<file path="src/rtl/fetch.sv">
// fetch: RISC-V instruction-fetch stage; owns the PC, drives the imem request/valid handshake
// and loads the fetch->decode register (InstrB/PCB/PCPlus4B/ValidB).
module fetch #(
  parameter int                    DATA_WIDTH = 32,
  parameter logic [DATA_WIDTH-1:0] RESET_PC   = '0
) (
  input  logic                  clk,
  input  logic                  rst,
  input  logic                  StallB,
  input  logic                  RedirectE,
  input  logic [DATA_WIDTH-1:0] RedirectPCE,
  output logic                  ImemReqA,
  output logic [DATA_WIDTH-1:0] ImemAddrA,
  input  logic                  ImemRdyA,
  input  logic                  ImemValidA,
  input  logic [31:0]           ImemDataA,
  output logic [31:0]           InstrB,
  output logic [DATA_WIDTH-1:0] PCB,
  output logic [DATA_WIDTH-1:0] PCPlus4B,
  output logic                  ValidB
);
  localparam logic [31:0]           NOP  = 32'h0000_0013;
  localparam logic [DATA_WIDTH-1:0] FOUR = DATA_WIDTH'(4);
  typedef enum logic [2:0] {IDLE, REQ, WAIT, HOLD, DROP} state_t;
  state_t                r_state;
  state_t                w_next;
  logic [DATA_WIDTH-1:0] r_pc, r_req_pc, r_skid_pc, w_b_pc;
  logic [31:0]           r_skid, w_b_instr;
  logic                  w_redir, w_deliver, w_capture, w_unskid, w_accept, w_load_b, w_b_valid;
  always_comb begin
    w_redir   = RedirectE && r_state != IDLE;
    w_deliver = r_state == WAIT && ImemValidA && !StallB;
    w_capture = r_state == WAIT && ImemValidA && StallB && !w_redir;
    w_unskid  = r_state == HOLD && !StallB && !w_redir;
    ImemReqA  = !rst && !RedirectE && (r_state == REQ || w_deliver);
    ImemAddrA = rst ? RESET_PC : r_pc;
    w_accept  = ImemReqA && ImemRdyA;
    w_load_b  = w_redir || (!StallB && r_state != IDLE);
    w_b_valid = !w_redir && (w_deliver || w_unskid);
    w_b_instr = w_unskid ? r_skid : ImemDataA;
    w_b_pc    = w_unskid ? r_skid_pc : r_req_pc;
    // an outstanding response that a redirect orphans must still be drained in DROP
    w_next = w_redir ? (((r_state == WAIT || r_state == DROP) && !ImemValidA) ? DROP : REQ)
           : r_state == IDLE ? REQ
           : r_state == REQ  ? (w_accept ? WAIT : REQ)
           : r_state == WAIT ? (!ImemValidA ? WAIT : StallB ? HOLD : w_accept ? WAIT : REQ)
           : r_state == HOLD ? (StallB ? HOLD : REQ)
           : (ImemValidA ? REQ : DROP);
  end
  always_ff @(posedge clk) begin
    if (rst) begin
      r_state   <= IDLE;
      r_pc      <= RESET_PC;
      r_req_pc  <= '0;
      r_skid    <= '0;
      r_skid_pc <= '0;
      InstrB    <= NOP;
      PCB       <= '0;
      PCPlus4B  <= '0;
      ValidB    <= 1'b0;
    end else begin
      r_state <= w_next;
      if (w_redir) r_pc <= RedirectPCE & ~DATA_WIDTH'(3);
      else if (w_accept) begin
        r_pc     <= r_pc + FOUR;
        r_req_pc <= r_pc;
      end
      if (w_capture) begin
        r_skid    <= ImemDataA;
        r_skid_pc <= r_req_pc;
      end
      if (w_load_b) begin
        ValidB   <= w_b_valid;
        InstrB   <= w_b_valid ? w_b_instr : NOP;
        PCB      <= w_b_valid ? w_b_pc : '0;
        PCPlus4B <= w_b_valid ? w_b_pc + FOUR : '0;
      end
    end
  end
endmodule

</file>
<file path="config.mk">
export PLATFORM = sky130hd
export DESIGN_NAME = fetch
export DESIGN_NICKNAME = d
export VERILOG_FILES = /design/src/rtl/fetch.sv
export SDC_FILE = /design/constraint.sdc
export NUM_CORES = 1
export LEC_CHECK = 0
export BUFFER_PORTS_ARGS = -buffer_cell sky130_fd_sc_hd__buf_2
export CAP_MARGIN = 25
export CORE_MARGIN = 1
export CORE_UTILIZATION = 47
export CTS_CLUSTER_SIZE = 14
export DETAILED_ROUTE_END_ITERATION = 6
export PLACE_DENSITY_LB_ADDON = 0.15
export SLEW_MARGIN = 20
export SYNTH_ARGS = -nofsm -noshare
export SYNTH_HDL_FRONTEND = slang
export SYNTH_SLANG_ARGS = --single-unit
</file>
<file path="constraint.sdc">
create_clock -name clk -period 10.7 [get_ports clk]
set_clock_uncertainty 0.2 [all_clocks]
set_input_delay 0.535 -clock clk [delete_from_list [all_inputs] [get_ports clk]]
set_output_delay 0.535 -clock clk [all_outputs]
set_load 0.02 [all_outputs]
</file>
==> run_results.csv <==
group,metric,value,unit
synth,yosysWarnings,0,
global_route,grt_remaining_overflow,0,
pwr,pwr-share-clk,48.1,%
detailed_routing,first_iter_violations,809,
worst_setup_path,critPathKind,"flip-flop to flip-flop",
outcome,outcome,"finished, violations left",
synth,ys_ff_latch,218,
clock_network,clk_pin_slew,60,ps
pwr,p_seq_share,46.5,%
clock_network,post-cts-setup-buffers,0,
worst_setup_path,r2r_slack,6510,ps
synth,netlist_instances,1313,
timing,setup_viol,0,
worst_setup_path,cp_cell_sequence,"nor4b_2 > buf_4 > nand2_2 > buf_4 > mux2i_1 > inv_1 > ha_1 > nand2_1 > nor4_1 > a22oi_1 > nor4_2 > a21o_1 > a32o_1",
worst_setup_path,timing.rr.end,"PCPlus4B[28]",
timing,worst_pin_slew,1092,ps
pwr,max-vdd-ir-drop,0.1069,mV
worst_setup_path,slowest_stage,"a22oi_1",
global_route,grt_pass1_vias,8539,
placement,gp_congestion,0.8500,
synth,synth_seq_area_share,44.04,%
outcome,violations,"design-rule violations",
global_route,grt_max_degree,94,
clock_network,clockBufferDepth,3,
worst_setup_path,cp_common_cell,"buf_4",
synth,synth_edf_count,0,
clock_network,ctsHoldBuffers,0,
cells_and_area,design_area,0.01180,sq mm
clock_network,cts_buffers,24,
cells_and_area,antenna_cells,0,
cells_and_area,synthToLayoutAreaGrowth,19.07,%
pwr,p_switching,0.4178,mW
global_route,track_usage,24.99,%
worst_setup_path,crit_arrival,4400,ps
pwr,leakage,4.685,nW
floorplanning,die-area,0.02167,sq mm
synth,synthArstFlopShare,0,%
floorplanning,fp.dieW,147.2,um
clock_network,cts_num_sinks,218,
worst_setup_path,required,10900,ps
timing,tns,0,ps
synth,synth_area_leaders,"dfxtp_1 44%, nand2_1 11%, a21oi_1 11%, nor2_1 5.2%, clkbuf_1 3.2%",
worst_setup_path,startpoint_type,"flip-flop",
timing,slew_viol_final,0,
detailed_routing,vias,9587,
detailed_routing,dr.pass1.iters,7,
global_route,grt_pass1_wl,44.80,mm
floorplanning,core,0.02043,sq mm
cells_and_area,drive_above_1_share,18.87,%
detailed_routing,ant_nets,0,
synth,synth_top_area_share,44.04,%
floorplanning,num_rows,52,
flow_run,drv_cap,0,
timing,fin_crit_sh,39.18,%
synth,yosys.area.top_type,"dfxtp_1",
placement,hpwl,18.20,mm
timing,hold_viol_final,0,
worst_setup_path,slowest_delay,760,ps
pwr,powerDensity,152.4,mW/mm^2
detailed_routing,drc_errors,8,
clock_network,cts_resized,0,
detailed_routing,wirelength,27.54,mm
cells_and_area,mostFrequentLayoutCells,"297 x nand2_1, 218 x dfxtp_1, 215 x a21oi_1",
pwr,switching_share,23.24,%
synth,synth_cell_types,60,
clock_network,cts_tree,"done",
min_path,min_path_type,"primary input to flip-flop",
timing,timing.fmax,238.6,MHz
timing,fin_crit,4192,ps
cells_and_area,layout_commonest_cell,"nand2_1",
min_path,whs_endpoint,"r_skid[0]",
detailed_routing,via_per_inst,5.532,
clock_network,clkLatencyLatePin,520,ps
detailed_routing,avgRoutedWirePerCell,15.89,um
worst_setup_path,worst_r2r_path_depth,13,
clock_network,cts_root_buffer,"clkbuf_16",
timing,relSlewSlack,27.22,%
synth,synth_ff_type,"dfxtp_1",
min_path,worstHoldPathCells,3,
worst_setup_path,crit_fanout,68,
placement,placed_area,0.01095,sq mm
pwr,internal-power,1.380,mW
worst_setup_path,worstSetupEndpointType,"flip-flop",
synth,syn_area_per_cell,7.547,sq um
synth,netlist_area,0.009910,sq mm
floorplanning,ioPinCount,200,
worst_setup_path,crit_start,"r_state[1]",
min_path,min-delay-start,"ImemDataA[0]",
floorplanning,start_util,48.51,%
timing,rsz0062_at_grt,"false",
global_route,grt_antenna_before_repair,0,
pwr,p_comb_share,5.4,%
clock_network,htree_num_levels,1,
placement,portBuffers,191,
worst_setup_path,r2r-start,"r_state[1]",
cells_and_area,fin_nets,1517,
floorplanning,dieHeight,147.2,um
-- registers in the layout, summed over array words and instances (netlist names) --
register	cells
InstrB	32
PCB	30
PCPlus4B	30
ValidB	1
r_pc	30
r_req_pc	30
r_skid	32
r_skid_pc	30
r_state	3
-- area by class of cell --
class                           instances  area [sq um]
Clock inverter                         10         106.4
Timing Repair Buffer                  207          1086
Multi-Input combinational cell        984          5127
Inverter                               10         37.54
Fill cell                            1985          8631
Tap cell                              270         337.8
Clock buffer                           34         739.5
Sequential cell                       218          4364
-- through the flow --
stage          worst slack, ps  hold slack, ps  total power [mW]  utilization (%)  std cells
4_1_cts                   6533           52.88             1.810            57.75       1733
2_1_floorplan             6615           231.9            0.9134                -       1318
6_report                  6508           63.95             1.798            57.75       1733
3_5_place_dp              6378           248.3            0.9497            53.61       1689
5_1_grt                   6235           61.38             1.854            57.75       1733
3_3_place_gp              6457           241.0            0.9492            53.56       1688
-- power groups by stage --
stage | sequential (mW) | clock, mW | combinational, mW
after floorplan | 0.845 | 0 | 0.0684
after global placement | 0.853 | 0 | 0.0958
after detailed placement | 0.853 | 0 | 0.0965
after CTS | 0.835 | 0.878 | 0.0970
after global routing | 0.837 | 0.910 | 0.107
final | 0.836 | 0.864 | 0.0972
-- critical path, delay by kind of cell (launching register included) --
| kind | cells | cell delay [ps] |
|---|---|---|
| AOI/OAI and AO/OA | 3 | 1230 |
| adders and majority gates | 1 | 250 |
| buffers and inverters | 3 | 1000 |
| DFF | 1 | 430 |
| muxes | 1 | 340 |
| and+or+nand+nor | 5 | 610 |
-- cells by family after synthesis --
kind of cell	count (synthesis)	share of synthesized area (%)
and+or+nand+nor	590	26.26
buffers and inverters	116	4.785
muxes	29	2.955
other	1	0.03784
AOI/OAI and AO/OA	335	19.72
DFF	218	44.04
adders and majority gates	2	0.2525
xor gates and xnor gates	22	1.944
-- routing by layer --
| metal | up-vias | GRT usage, % | share of wire [%] | wire length (um) |
|---|---|---|---|---|
| met3 | 28 | 3.292 | 7.1 | 1964 |
| li1 | 4781 | - | - | - |
| met5 | - | 0 | 0 | 0 |
| met4 | 0 | 4.897 | 1.1 | 310 |
| met2 | 339 | 37.88 | 44 | 12120 |
| met1 | 4439 | 37.68 | 48 | 13140 |
-- cells in the mapped netlist, drive strengths merged, types with 3 or more instances --
| cell type | n |
|---|---|
| a222oi | 3 |
| and3 | 7 |
| nand3 | 20 |
| a22o | 17 |
| mux2i | 27 |
| nor2b | 30 |
| o21ai | 27 |
| nand2 | 298 |
| a32oi | 5 |
| or3 | 8 |
| or4 | 3 |
| xor2 | 9 |
| a21o | 5 |
| and4 | 6 |
| nand4 | 20 |
| a31oi | 19 |
| nor4 | 12 |
| xnor2 | 13 |
| clkbuf | 85 |
| and2 | 3 |
| a22oi | 14 |
| a32o | 4 |
| a21oi | 215 |
| nor3 | 28 |
| or2 | 8 |
| a221oi | 6 |
| nor2 | 138 |
| dfxtp | 218 |
| a41oi | 3 |
| inv | 10 |
| buf | 21 |
| a311oi | 3 |
| o211ai | 5 |
-- worst max path at each step --
stage / end / slack [ps] / cells after the start
finish: PCPlus4B[28] / 6510 / 13
detailed placement: PCPlus4B[28] / 6380 / 14
global route: PCPlus4B[28] / 6230 / 13
global placement: PCPlus4B[28] / 6460 / 14
CTS: PCPlus4B[28] / 6530 / 13
floorplan: PCPlus4B[28] / 6620 / 15
Power figures use the tool's default switching activity.
